**src/rtl/fx_fir_mac_multiband.sv**
```systemverilog
// Multiband sign-magnitude FIR: one tap multiply-accumulate per cycle, coefficient set chosen per sample.
// Latency TAPS+1 cycles accept->out_valid; in_ready low while busy, output strobe has no backpressure.
module fx_fir_mac_multiband #(
    parameter int DATA_W = 16,
    parameter int TAPS   = 30,
    parameter int BANDS  = 4,
    localparam int AW    = (TAPS > 1) ? $clog2(TAPS) : 1,
    localparam int BW    = (BANDS > 1) ? $clog2(BANDS) : 1,
    localparam int ACC_W = 2*DATA_W - 1 + AW
) (
    input  logic              clk_slow,
    input  logic              rst,
    input  logic              in_valid,
    output logic              in_ready,
    input  logic [DATA_W-1:0] fir_in,
    input  logic [BW-1:0]     band_sel,
    input  logic              coef_we,
    input  logic [BW-1:0]     coef_band,
    input  logic [AW-1:0]     coef_addr,
    input  logic [DATA_W-1:0] coef_data,
    output logic              out_valid,
    output logic [DATA_W-1:0] fir_out
);
    localparam int PW = 2*DATA_W - 2;
    localparam logic signed [ACC_W-1:0] SAT_MAX = ACC_W'((64'sd1 <<< (DATA_W-1)) - 64'sd1);
    localparam logic signed [ACC_W-1:0] SAT_MIN = -SAT_MAX;

    typedef enum logic [1:0] {IDLE, MAC, OUT} state_t;

    state_t                  state_q, state_d;
    logic [DATA_W-1:0]       coef_q [BANDS][TAPS];
    logic [DATA_W-1:0]       hist_q [TAPS];
    logic [BW-1:0]           band_q, band_d;
    logic [AW-1:0]           tap_q, tap_d;
    logic signed [ACC_W-1:0] acc_q, acc_d;
    logic [DATA_W-1:0]       fir_out_q, fir_out_d;

    logic                    accept, last_tap, coef_wr;
    logic [DATA_W-1:0]       c_cur, x_cur;
    logic [PW-1:0]           p_mag;
    logic signed [ACC_W-1:0] p_term, acc_sum, shifted, sat;
    logic [DATA_W-2:0]       sat_abs;

    assign in_ready  = (state_q == IDLE);
    assign out_valid = (state_q == OUT);
    assign fir_out   = fir_out_q;
    assign accept    = in_valid && in_ready;
    assign last_tap  = (tap_q == AW'(TAPS-1));
    assign coef_wr   = coef_we && (state_q == IDLE)
                       && (32'(coef_addr) < TAPS) && (32'(coef_band) < BANDS);

    // Datapath: sign-magnitude product folded into a two's-complement sum, then
    // floor-shift, symmetric saturation and re-encoding (zero never gets a sign bit).
    always_comb begin
        c_cur     = coef_q[band_q][tap_q];
        x_cur     = hist_q[tap_q];
        p_mag     = PW'(c_cur[DATA_W-2:0]) * PW'(x_cur[DATA_W-2:0]);
        p_term    = (c_cur[DATA_W-1] ^ x_cur[DATA_W-1]) ? -$signed(ACC_W'(p_mag))
                                                        :  $signed(ACC_W'(p_mag));
        acc_sum   = acc_q + p_term;
        shifted   = acc_sum >>> (DATA_W-1);
        if (shifted > SAT_MAX) begin
            sat = SAT_MAX;
        end else if (shifted < SAT_MIN) begin
            sat = SAT_MIN;
        end else begin
            sat = shifted;
        end
        sat_abs   = (DATA_W-1)'(sat[ACC_W-1] ? -sat : sat);
        fir_out_d = {sat[ACC_W-1], sat_abs};
    end

    always_comb begin
        state_d = state_q;
        tap_d   = tap_q;
        acc_d   = acc_q;
        band_d  = band_q;
        case (state_q)
            IDLE: begin
                if (accept) begin
                    state_d = MAC;
                    tap_d   = '0;
                    acc_d   = '0;
                    band_d  = band_sel;
                end
            end
            MAC: begin
                acc_d = acc_sum;
                tap_d = tap_q + 1'b1;
                if (last_tap) begin
                    state_d = OUT;
                end
            end
            OUT:     state_d = IDLE;
            default: state_d = IDLE;
        endcase
    end

    always_ff @(posedge clk_slow or negedge rst) begin
        if (!rst) begin
            state_q <= IDLE;
        end else begin
            state_q <= state_d;
        end
    end

    always_ff @(posedge clk_slow or negedge rst) begin
        if (!rst) begin
            tap_q     <= '0;
            acc_q     <= '0;
            band_q    <= '0;
            fir_out_q <= '0;
        end else begin
            tap_q  <= tap_d;
            acc_q  <= acc_d;
            band_q <= band_d;
            if (state_q == MAC && last_tap) begin
                fir_out_q <= fir_out_d;
            end
        end
    end

    // History is shared by all bands; a coefficient write may land in the same
    // cycle as an accept and is already visible to that sample's first tap.
    always_ff @(posedge clk_slow or negedge rst) begin
        if (!rst) begin
            for (int k = 0; k < TAPS; k++) begin
                hist_q[k] <= '0;
            end
            for (int b = 0; b < BANDS; b++) begin
                for (int k = 0; k < TAPS; k++) begin
                    coef_q[b][k] <= '0;
                end
            end
        end else begin
            if (accept) begin
                hist_q[0] <= fir_in;
                for (int k = 1; k < TAPS; k++) begin
                    hist_q[k] <= hist_q[k-1];
                end
            end
            if (coef_wr) begin
                coef_q[coef_band][coef_addr] <= coef_data;
            end
        end
    end
endmodule

```
**config.mk**
```make
export PLATFORM = sky130hd
export DESIGN_NAME = fx_fir_mac_multiband
export DESIGN_NICKNAME = d
export VERILOG_FILES = /design/src/rtl/fx_fir_mac_multiband.sv
export SDC_FILE = /design/constraint.sdc
export NUM_CORES = 2
export LEC_CHECK = 0
export ABC_AREA = 1
export CELL_PAD_IN_SITES_DETAIL_PLACEMENT = 1
export CELL_PAD_IN_SITES_GLOBAL_PLACEMENT = 1
export CORE_ASPECT_RATIO = 1.5
export CORE_MARGIN = 5
export CORE_UTILIZATION = 45
export CTS_BUF_LIST = sky130_fd_sc_hd__clkbuf_2 sky130_fd_sc_hd__clkbuf_4 sky130_fd_sc_hd__clkbuf_8
export CTS_CLUSTER_SIZE = 20
export DETAILED_ROUTE_END_ITERATION = 8
export PLACE_DENSITY_LB_ADDON = 0.1
export SKIP_CTS_REPAIR_TIMING = 1
export SKIP_LAST_GASP = 1
export SLEW_MARGIN = 20
export SYNTH_ARGS = -nofsm -noshare
export SYNTH_HDL_FRONTEND = slang
export SYNTH_SLANG_ARGS = --single-unit
```
**constraint.sdc**
```tcl
create_clock -name clk_slow -period 13.7 [get_ports clk_slow]
set_input_delay 2.055 -clock clk_slow [delete_from_list [all_inputs] [get_ports clk_slow]]
set_output_delay 2.055 -clock clk_slow [all_outputs]
set_load 0.02 [all_outputs]
```
# Word level (Yosys, flattened, before mapping)
# Index checks and enable logic that the tools add are counted.
dict set report totals {
  regBits 2461
}
dict set report classes {
  addsub 4
  multipliers 1
  magnitude_cmp 9
  n_eq_ne 5
  mux 25
  n_bitwise 5
  n_reduce_logical 11
}
# cell n
set ops {}
lappend ops {{$bwmux 1920} 1}
lappend ops {{$mux 480} 3}
lappend ops {{$bmux 480 s2} 1}
lappend ops {{$demux 480 s2} 1}
lappend ops {{$bmux 16 s5} 2}
lappend ops {{$mux 36} 4}
lappend ops {{$demux 16 s5} 1}
lappend ops {{$mux 16} 5}
lappend ops {{$pmux 36 s2} 1}
lappend ops {{$add 36x36->36} 1}
lappend ops {{$neg 30->36} 1}
lappend ops {{$mul 15x15->30} 1}
lappend ops {{$gt 21x16->1 const B} 1}
lappend ops {{$lt 21x16->1 const B} 1}
lappend ops {{$mux 15} 1}
lappend ops {{$neg 15->15} 1}
lappend ops {{$ge 6x6->1 const B} 2}
lappend ops {{$not 5->6} 2}
lappend ops {{$pmux 5 s2} 1}
lappend ops {{$ge 3x3->1 const B} 2}
lappend ops {{$logic_and 1x1->1} 6}
lappend ops {{$lt 6x1->1 const B} 1}
lappend ops {{$not 2->3} 2}
lappend ops {{$reduce_and 2->1} 3}
lappend ops {{14 further kinds} 15}

# Longest topological paths before layout
dict set report depth {
  word_depth 16
  mapped_depth 75
}

# Worst setup path after synthesis
# No wires, ideal clock.
dict set report synth_path {
  kind {register -> register}
  start {register band_q[0]}
  end {register fir_out_q[10] (netlist: fir_out[10])}
  setup_time_ns 0.117
  t_arrival_ns 10.887
  required_ns 13.583
  setup_slack_ns 2.696
  stages_incl_launch_ff 63
  path_buffers 8
  cell_sequence {dfrtp_1 > buf_4 > inv_2 > buf_4 > buf_2 > buf_2 > clkbuf_1 > clkbuf_1 > clkbuf_1 > o21ai_0 > a31oi_1 > a21oi_1 > o211ai_1 > nand2_1 > clkinv_1 > nand2_1 > fa_1 > fa_1 > (+27 left out) > a21oi_1 > nand3_1 > a21oi_1 > inv_1 > nand3_1 > nand3_4 > buf_6 > nand2_1 > ha_1 > nand3_1 > nor2_1 > nand2_1 > o21bai_4 > nand2_1 > nand2_1 > nand2_1 > nand2_1 > nand2_1}
}
dict set report synth_via {
  elab_chain_cells 16
}
# element line
set synth_rtl {}
lappend synth_rtl {{start, declared} 33} ;# logic [BW-1:0] band_q, band_d;
lappend synth_rtl {{start signal, assigned} 116} ;# band_q <= band_d;
lappend synth_rtl {{$not 2->3 (implied by the code) (*)} 55} ;# c_cur = coef_q[band_q][tap_q];
lappend synth_rtl {{$bmux 480 s2 (*)} 55}
lappend synth_rtl {{$mux 480 (implied by the code) (*) (2 in series)} 55}
lappend synth_rtl {{$bmux 16 s5 (*)} 55}
lappend synth_rtl {{$mux 16 (implied by the code) (*) (2 in series)} 55}
lappend synth_rtl {{$mul 15x15->30} 57} ;# p_mag = PW'(c_cur[DATA_W-2:0]) * PW'(x_cur[DATA_W-2:0]);
lappend synth_rtl {{$neg 30->36} 58} ;# p_term = (c_cur[DATA_W-1] ^ x_cur[DATA_W-1]) ? -$signed(ACC_W'(p_mag))
lappend synth_rtl {{$mux 36 (*)} 58}
lappend synth_rtl {{$add 36x36->36 (*)} 60} ;# acc_sum = acc_q + p_term;
lappend synth_rtl {{$lt 21x16->1} 64} ;# end else if (shifted < SAT_MIN) begin
lappend synth_rtl {{$mux 36} 64}
lappend synth_rtl {{$mux 36 (*)} 62} ;# if (shifted > SAT_MAX) begin
lappend synth_rtl {{$neg 15->15} 69} ;# sat_abs = (DATA_W-1)'(sat[ACC_W-1] ? -sat : sat);
lappend synth_rtl {{$mux 15 (*)} 69}
lappend synth_rtl {{end signal, assigned} 118} ;# fir_out_q <= fir_out_d;
lappend synth_rtl {{end, declared} 36} ;# logic [DATA_W-1:0] fir_out_q, fir_out_d;
# Mark *: on every way between the ends. The rest lies on a longest branch, timed or not. The select of a mux whose other input is x is not followed.
# A chain may end at the register's enable or synchronous reset.

# Worst setup path in the final report
dict set report layout_path {
  start {register band_q[1]}
  end {register fir_out_q[9] (netlist: fir_out[9])}
}
# The elaborated chain is that of the path after synthesis.

==> run_results.csv <==
group,metric,value,unit
finish,areaGrowthSynthToFinish,11.13,%
clock_network,cts-root-buf,"clkbuf_8",
floorplan,die_area,276400,um2
yosys,yosysSeqAreaShare,51.49,%
critical_path,path_delay_family,"simple AND/OR/NAND/NOR gates",
sta,period_minus_slack,12.85,ns
yosys,yosysTopAreaCell,"dfrtp_1",
global_route,grt_use_total,31.97,%
floorplan,rows,231,
sta,slew_headroom,19.93,%
global_route,grt_overflow,0,
floorplan,die_h,641.4,um
finish,layout_common_cells,"3541 x o21ai_0, 3399 x nand2_1, 2455 x dfrtp_1",
yosys,postSynthCellCount,14550,
placement,dpl_worst_slack,0.2580,ns
critical_path,crit_buf_inv,14,
finish,nets,14620,
sta,worst_pin_slew,1.198,ns
yosys,synth_top_area_share,51.49,%
yosys,synth_edf_count,0,
critical_path,crit_slowest_cell,"o21ai_0",
worst_hold_path,min_path_type,"flop to flop",
finish,layout-drive-gt1-share,8.853,%
yosys,yosysUniqueCellTypes,58,
yosys,synthTopCellsByArea,"dfrtp_1 51%, o21ai_0 15%, nand2_1 11%",
clock_network,clk_latency,1.04,ns
yosys,async_flop_share,100.0,%
global_route,grt_pass1_wl,687900,um
critical_path,crit_path_start_kind,"flop",
routing,vias,105700,
routing,wirelength,447100,um
floorplan,die_w,430.9,um
clock_network,htreeDepth,5,
sta,clock_skew,0.06886,ns
yosys,synth-main-ff-cell,"dfrtp_1",
clock_network,cts_sinks,2461,
sta,maxSlewViolCount,0,
finish,final_common_cell,"o21ai_0",
yosys,syn_nets,14900,
clock_network,clk_path_buf_depth,4,
placement,portBuffers,62,
sta,rsz0062_at_grt,"false",
critical_path,cp_data_required_time,14.63,ns
yosys,syn_area,119600,um2
critical_path,slowest_delay,0.61,ns
critical_path,crit_top_cell,"nand2_1",
run_status,status,"completed",
yosys,ys_ff_latch,2461,
sta,setup_viol,0,
sta,finalSetupTns,0,ns
routing,post_drt_wl_per_cell,24.73,um
floorplan,io_pins,63,
critical_path,crit_type,"flop to flop",
yosys,syn_avg_cell_area,8.218,um2
routing,ant_nets,0,
sta,layout_setup_ws,0.8528,ns
global_route,grt_max_degree,176,
routing,dr.first_iter.drc_count,7835,
routing,dr.pass1.iters,5,
flow_run,max_cap_viol_count,0,
routing,vias_per_cell,5.849,
floorplan,coreArea,264200,um2
clock_network,numCtsBuffers,395,
yosys,ys_warn_count,0,
critical_path,startpoint,"band_q[1]",
placement,gp_congestion,0.8994,
global_route,grt_pass1_vias,112500,
critical_path,r2r-start,"band_q[1]",
critical_path,cp-end-kind,"flop",
placement,dp_hpwl,285800,um
critical_path,critical_path.max_fanout,68,
clock_network,cts_tree,"done",
sta,fin_crit_sh,93.77,%
sta,hold_viol_final,0,
routing,drc,0,
floorplan,start_util,45.27,%
sta,fmax,77.84,MHz
critical_path,cp.arrival,13.78,ns
clock_network,clk_pin_slew,0.07,ns
global_route,antenna_found_initial,9,
worst_hold_path,min_from,"coef_q[667]",
## metal layers
layer	track usage [%]	wire [um]	vias up
li1	-	-	47750
met1	38.73	177900	54300
met2	56.31	224300	2724
met3	3.802	19500	967
met4	16.01	25340	0
met5	0	0	-
## flip-flops by register name (all words and copies together) (netlist names)
signal / cells
tap_q: 5
coef_q: 1920
state_q: 2
fir_out: 16
band_q: 2
acc_q: 36
hist_q: 480
## Yosys cell counts (38+ instances only)
| master | instances |
|---|---|
| o21ai_0 | 3547 |
| nand2_1 | 3464 |
| dfrtp_1 | 2461 |
| nor2_1 | 1325 |
| clkbuf_1 | 1061 |
| inv_1 | 786 |
| o22ai_1 | 298 |
| nand3_1 | 247 |
| a21oi_1 | 210 |
| o221ai_1 | 200 |
| fa_1 | 168 |
| ha_1 | 136 |
| o211ai_1 | 85 |
| buf_2 | 57 |
| nand4_1 | 56 |
| buf_1 | 55 |
| o21ai_1 | 42 |
| a31oi_1 | 38 |
## worst paths after layout
check | slack (ns) | endpoint | cells after the start
worst max-delay path | 0.85 | fir_out[9] | 59
worst max register to register | 0.85 | fir_out[9] | 59
min in group asynchronous | 0.99 | hist_q[379] | 1
worst min-delay path | 0.48 | coef_q[667] | 2
max in group asynchronous | 9.52 | coef_q[182] | 4
worst min register to register | 0.48 | coef_q[667] | 2
## metrics by stage
step	instances	cell area, um2	utilization (%)	hold WS [ns]
floorplan	14550	119600	-	0.4451
global placement	17370	124200	47.00	0.4600
detailed placement	17370	124200	47.02	0.4677
CTS	18060	132600	50.21	0.4817
global route	18070	132900	50.30	0.4924
finish	18080	132900	50.31	0.4771
## area by class of cell
| class | count | area, um2 |
|---|---|---|
| Antenna cell | 12 | 30.03 |
| Clock buffer | 650 | 8045 |
| Clock inverter | 45 | 381.6 |
| Fill cell | 31410 | 131300 |
| Inverter | 809 | 3132 |
| Multi-Input combinational cell | 10100 | 50660 |
| Sequential cell | 2461 | 61600 |
| Tap cell | 3495 | 4373 |
| Timing Repair Buffer | 509 | 4679 |
## worst reg2reg max path, delay by kind of cell, from the launching register on
| family | cells | cell delay (ns) |
|---|---|---|
| fa+ha+maj | 8 | 3.62 |
| simple gates | 26 | 3.64 |
| xor+xnor | 2 | 0.22 |
| flops | 1 | 0.54 |
| compound gates | 9 | 2.38 |
| buf+inv | 14 | 2.30 |
## cells by family (layout without fill, tap and decap cells)
group           count (synthesis)  count (layout)  share of synthesized area, %
simple gates                 5168            5168                         16.78
buf+inv                      1995            2013                         6.371
other cells                     0              12                             0
fa+ha+maj                     304             304                         4.235
xor+xnor                       64              64                        0.4687
flops                        2461            2461                         51.49
compound gates               4561            4561                         20.65
Power is not shown: default switching activity piles up to over one toggle a cycle in this logic, so the estimate is an artifact.
